===== src/rtl/cdb_arbiter.sv =====
// cdb_arbiter
// Merges ALU and LSB results onto a single common data bus (CDB). Each
// source has its own small FIFO. A result that finds its FIFO empty and wins
// arbitration goes straight to the bus (bypass). Otherwise it is queued and
// leaves in arrival order. When both sources have a candidate, grants
// alternate between them.
//
// Ports
//   clk_in, rst_in         clock, synchronous active-high reset
//   rdy_in                 global enable; when low, everything holds
//   clear                  flush (mispredict): empties both FIFOs
//   alu_ready/rob_id/result  ALU result pulse (no backpressure)
//   lsb_ready/rob_id/result  LSB result pulse (no backpressure)
//   alu_stall, lsb_stall   combinational near-full indications
//   cdb_req/rob_id/val     registered broadcast
//   overflow               registered sticky drop flag

`ifndef ROB_INDEX_BIT
`define ROB_INDEX_BIT 4
`endif

module cdb_arbiter #(
  parameter int FIFO_DEPTH = 4,
  parameter int ROB_BITS   = `ROB_INDEX_BIT
) (
  input  logic                clk_in,
  input  logic                rst_in,
  input  logic                rdy_in,
  input  logic                clear,
  input  logic                alu_ready,
  input  logic [ROB_BITS-1:0] alu_rob_id,
  input  logic [31:0]         alu_result,
  input  logic                lsb_ready,
  input  logic [ROB_BITS-1:0] lsb_rob_id,
  input  logic [31:0]         lsb_result,
  output logic                alu_stall,
  output logic                lsb_stall,
  output logic                cdb_req,
  output logic [ROB_BITS-1:0] cdb_rob_id,
  output logic [31:0]         cdb_val,
  output logic                overflow
);

  localparam int PTR_BITS   = $clog2(FIFO_DEPTH);
  localparam int CNT_BITS   = PTR_BITS + 1;
  localparam int ENTRY_BITS = ROB_BITS + 32;
  localparam logic [CNT_BITS-1:0] FULL_CNT  = CNT_BITS'(FIFO_DEPTH);
  localparam logic [CNT_BITS-1:0] STALL_CNT = CNT_BITS'(FIFO_DEPTH - 2);
  // Source index 0 is the ALU, index 1 is the LSB.
  localparam logic SRC_ALU = 1'b0;
  localparam logic SRC_LSB = 1'b1;

  logic [ENTRY_BITS-1:0] mem_r [2][FIFO_DEPTH];
  logic [PTR_BITS-1:0]   rd_r  [2];
  logic [PTR_BITS-1:0]   wr_r  [2];
  logic [CNT_BITS-1:0]   cnt_r [2];
  logic                  last_grant_r;
  logic                  cdb_req_r;
  logic [ROB_BITS-1:0]   cdb_rob_id_r;
  logic [31:0]           cdb_val_r;
  logic                  overflow_r;

  logic [ENTRY_BITS-1:0] in_entry_s   [2];
  logic [ENTRY_BITS-1:0] cand_entry_s [2];
  logic [1:0]            in_valid_s;
  logic [1:0]            has_head_s;
  logic [1:0]            cand_s;
  logic [1:0]            pop_s;
  logic [1:0]            bypass_s;
  logic [1:0]            push_s;
  logic                  grant_any_s;
  logic                  winner_s;
  logic                  drop_s;
  logic [ENTRY_BITS-1:0] winner_entry_s;

  // Candidate selection, arbitration and push/pop decisions for this cycle.
  always_comb begin
    in_valid_s    = {lsb_ready, alu_ready};
    in_entry_s[0] = {alu_rob_id, alu_result};
    in_entry_s[1] = {lsb_rob_id, lsb_result};
    has_head_s    = 2'b00;
    cand_s        = 2'b00;
    pop_s         = 2'b00;
    bypass_s      = 2'b00;
    push_s        = 2'b00;
    drop_s        = 1'b0;
    for (int s = 0; s < 2; s++) begin
      has_head_s[s] = (cnt_r[s] != '0);
      cand_s[s]     = has_head_s[s] | in_valid_s[s];
      if (has_head_s[s]) begin
        cand_entry_s[s] = mem_r[s][rd_r[s]];
      end else begin
        cand_entry_s[s] = in_entry_s[s];
      end
    end
    grant_any_s = |cand_s;
    // On a tie, the source that did not win last time gets the bus.
    if (cand_s == 2'b11) begin
      winner_s = ~last_grant_r;
    end else if (cand_s[1]) begin
      winner_s = SRC_LSB;
    end else begin
      winner_s = SRC_ALU;
    end
    winner_entry_s = cand_entry_s[winner_s];
    for (int s = 0; s < 2; s++) begin
      pop_s[s]    = grant_any_s && (winner_s == s[0]) && has_head_s[s];
      bypass_s[s] = grant_any_s && (winner_s == s[0]) && !has_head_s[s];
      // A full FIFO still accepts a push when its head leaves this cycle.
      if (in_valid_s[s] && !bypass_s[s]) begin
        if ((cnt_r[s] != FULL_CNT) || pop_s[s]) begin
          push_s[s] = 1'b1;
        end else begin
          drop_s = 1'b1;
        end
      end else begin
        push_s[s] = 1'b0;
      end
    end
  end

  // FIFO storage writes; data needs no reset because counts gate every read.
  always_ff @(posedge clk_in) begin
    if (!rst_in && rdy_in && !clear) begin
      for (int s = 0; s < 2; s++) begin
        if (push_s[s]) begin
          mem_r[s][wr_r[s]] <= in_entry_s[s];
        end
      end
    end
  end

  // Pointers, counts, grant history, broadcast registers and overflow flag.
  always_ff @(posedge clk_in) begin
    if (rst_in) begin
      for (int s = 0; s < 2; s++) begin
        rd_r[s]  <= '0;
        wr_r[s]  <= '0;
        cnt_r[s] <= '0;
      end
      last_grant_r <= SRC_LSB;
      cdb_req_r    <= 1'b0;
      cdb_rob_id_r <= '0;
      cdb_val_r    <= 32'h0000_0000;
      overflow_r   <= 1'b0;
    end else if (!rdy_in) begin
      last_grant_r <= last_grant_r;
    end else if (clear) begin
      for (int s = 0; s < 2; s++) begin
        rd_r[s]  <= '0;
        wr_r[s]  <= '0;
        cnt_r[s] <= '0;
      end
      cdb_req_r <= 1'b0;
    end else begin
      for (int s = 0; s < 2; s++) begin
        if (push_s[s]) begin
          wr_r[s] <= wr_r[s] + PTR_BITS'(1);
        end
        if (pop_s[s]) begin
          rd_r[s] <= rd_r[s] + PTR_BITS'(1);
        end
        cnt_r[s] <= cnt_r[s] + CNT_BITS'(push_s[s]) - CNT_BITS'(pop_s[s]);
      end
      if (drop_s) begin
        overflow_r <= 1'b1;
      end
      cdb_req_r <= grant_any_s;
      if (grant_any_s) begin
        cdb_rob_id_r <= winner_entry_s[ENTRY_BITS-1:32];
        cdb_val_r    <= winner_entry_s[31:0];
        last_grant_r <= winner_s;
      end
    end
  end

  assign alu_stall  = (cnt_r[0] >= STALL_CNT);
  assign lsb_stall  = (cnt_r[1] >= STALL_CNT);
  assign cdb_req    = cdb_req_r;
  assign cdb_rob_id = cdb_rob_id_r;
  assign cdb_val    = cdb_val_r;
  assign overflow   = overflow_r;

endmodule


===== config.mk =====
export PLATFORM = sky130hd
export DESIGN_NAME = cdb_arbiter
export DESIGN_NICKNAME = d
export VERILOG_FILES = /design/src/rtl/cdb_arbiter.sv
export SDC_FILE = /design/constraint.sdc
export NUM_CORES = 1
export LEC_CHECK = 0
export ABC_AREA = 0
export ABC_CLOCK_PERIOD_IN_PS = 6180
export CAP_MARGIN = 15
export CORE_AREA = 2 2 191 193
export CTS_CLUSTER_SIZE = 24
export DETAILED_ROUTE_END_ITERATION = 12
export DIE_AREA = 0 0 193 195
export PLACE_DENSITY = 0.62
export SETUP_SLACK_MARGIN = 0.1
export SLEW_MARGIN = 20
export SYNTH_ARGS = -nofsm -noshare
export SYNTH_HDL_FRONTEND = slang
export SYNTH_SLANG_ARGS = --single-unit

===== constraint.sdc =====
create_clock -name clk_in -period 6.18 [get_ports clk_in]
set_input_delay 1.236 -clock clk_in [delete_from_list [all_inputs] [get_ports clk_in]]
set_output_delay 1.236 -clock clk_in [all_outputs]
set_load 0.1 [all_outputs]

==> flow_metrics.tcl <==
set metrics [dict create \
    outcome "finished, final reports clean" \
    grt_pass1_wl_um 47550 \
    cts_setup_buffers 0 \
    dr.pass1.iters 7 \
    cts_root_buf "clkbuf_16" \
    vias 7752 \
    ctsHtreeMaxLevel 2 \
    drive_above_1_share 0.1617 \
    slew_violations 0 \
    dpl_worst_slack_ns 1.585 \
    die_area_um2 37640 \
    endpoint_kind "flop" \
    drc 0 \
    synth_most_common_cell "edfxtp_1" \
    fmax_ghz 0.2477 \
    slew_headroom 0.2601 \
    ant_nets 0 \
    fin_area_um2 16770 \
    floorplan.initialDensity 0.3958 \
    instances_no_fill 1426 \
    grt_pass1_vias 7688 \
    ys_top_cells_by_area "edfxtp_1 65%, mux4_2 12%, dfxtp_1 5.6%, a221oi_1 2.3%, a21o_1 2.0%" \
    synthCells 829 \
    synth_seq_area_share 0.7030 \
    num_rows 69 \
    hpwl_um 20470 \
    required_ns 6.30 \
    critPathKind "input pin to flop" \
    cp_max_fo 36 \
    ys_types 45 \
    finClkSkew_ns 0.01583 \
    die_y_um 195 \
    total_power_mw 5.362 \
    finalWeightedCongestion 0.8026 \
    finalHoldViolCount 0 \
    timing.hold.ws_ns 0.4980 \
    holdCritPathClass "flop to flop" \
    arrival_ns 4.16 \
    synth-edff-count 302 \
    syn_area_um2 14010 \
    antenna_found_initial 1 \
    ctsResizeCount 0 \
    post-route-period-util 0.6532 \
    drt-wirelength-per-cell_um 22.33 \
    clk_path_buf_depth 3 \
    io_pins 118 \
    syn_to_final_growth_pct 19.69 \
    yosys.area.top_type "edfxtp_1" \
    yosys_warnings 0 \
    ys_ff_latch 341 \
    grt_use_total 0.1694 \
    ir_drop_mv 0.1737 \
    utilization 0.4738 \
    wl_um 31850 \
    fin_crit_ns 4.037 \
    cts_tree "done" \
    power_density_nw_per_um2 319.7 \
    worst_slack_ns 2.143 \
    vias_per_cell 5.436 \
    drt_iter0_markers 754 \
    cts.reportedPaths.clkPinSlew_ns 0.06 \
    syn_area_per_cell_um2 16.90 \
    setup_viol 0 \
    synth_top_area_frac 0.6473 \
    dpl-instance-area_um2 15650 \
    clock_sinks 341 \
    grt_max_degree 44 \
    core-area_um2 35400 \
    timing.max_cap.violations 0 \
    power_leakage_nw 5.368 \
    tightestPinTransition_ns 1.110 \
    postCtsHoldBufs 0 \
    clock_latency_ns 0.52 \
    final.setup.tns_ns 0 \
    nets 1033 \
    ys_async_sr_fraction 0 \
    yosys-top-cells-count "302 x edfxtp_1, 72 x mux4_2, 49 x nor2_1" \
    dp_cells 1363 \
    port_buffers 117 \
    antennaDiodeCount 0 \
    cts_buffers 35 \
    gr-total-overflow 0 \
    start_kind "input pin" \
    synth_nets 923 \
    rsz0062_at_grt "no" \
    ys.flop_type "edfxtp_1" \
    die_w_um 193 \
]
-- sequential cells by signal (all words and copies together) (netlist names) --
signal	flops
cdb_req	1
overflow	1
cdb_val	32
mem_r	288
rd_r	4
wr_r	4
cdb_rob_id	4
cnt_r	6
last_grant_r	1
-- layout by cell type, fill, tap and decap left out, types with 14 or more instances in the layout --
| cell type | count |
|---|---|
| nand3_1 | 31 |
| edfxtp_1 | 302 |
| nand2b_1 | 33 |
| a21o_1 | 37 |
| a211oi_1 | 30 |
| nand2_1 | 44 |
| a221oi_1 | 36 |
| clkdlybuf4s50_1 | 116 |
| ha_1 | 14 |
| inv_1 | 18 |
| dfxtp_1 | 39 |
| mux4_2 | 72 |
| clkbuf_16 | 35 |
| nor2_1 | 49 |
-- kinds of logic (layout without fill, tap and decap cells) --
group / Yosys count / in the layout / share of synthesized area
simple gates: 180 / 180 / 0.06207
flops: 341 / 341 / 0.7030
mux: 74 / 74 / 0.1175
xor+xnor: 4 / 4 / 0.002500
fa+ha+maj: 16 / 16 / 0.01536
compound gates: 138 / 138 / 0.07680
buf+inv: 76 / 212 / 0.02277
-- power breakdown --
part / switching, mW / leakage (nW) / internal [mW]
Clock: 0.854 / 0.551 / 1.22
Combinational: 0.455 / 1.75 / 0.246
Sequential: 0.0356 / 3.07 / 2.55
Total: 1.34 / 5.37 / 4.02
-- cell type report --
type,instances,area [um2]
Clock buffer,42,902.1
Clock inverter,21,222.7
Fill cell,3023,18630
Inverter,18,67.56
Multi-Input combinational cell,412,3872
Sequential cell,341,9849
Tap cell,461,576.8
Timing Repair Buffer,131,1279
-- worst paths after layout --
kind                            cells past startpoint       endpoint  slack (ns)   startpoint
worst max register to register                      4  mem_r[0][137]        3.12  cnt_r[0][4]
worst min-delay path                                2        cdb_req        0.50      cdb_req
worst min register to register                      2        cdb_req        0.50      cdb_req
worst max-delay path                                6  mem_r[0][137]        2.14    lsb_ready
-- worst max-delay path: stages --
cell             delay, ns
clkdlybuf4s50_1       0.41
buf_4                 0.27
or4_4                 0.69
mux2_4                0.36
nor3_1                0.30
and2_2                0.85
-- layer usage --
metal / track usage / vias to the layer above / part of all wire
met5: 0 / - / 0.00041
met4: 0.05864 / 2 / 0.030
met3: 0.02642 / 51 / 0.056
met2: 0.2708 / 229 / 0.48
met1: 0.2367 / 3953 / 0.43
li1: - / 3517 / -
Note: power is estimated with default switching activity, not from simulation.
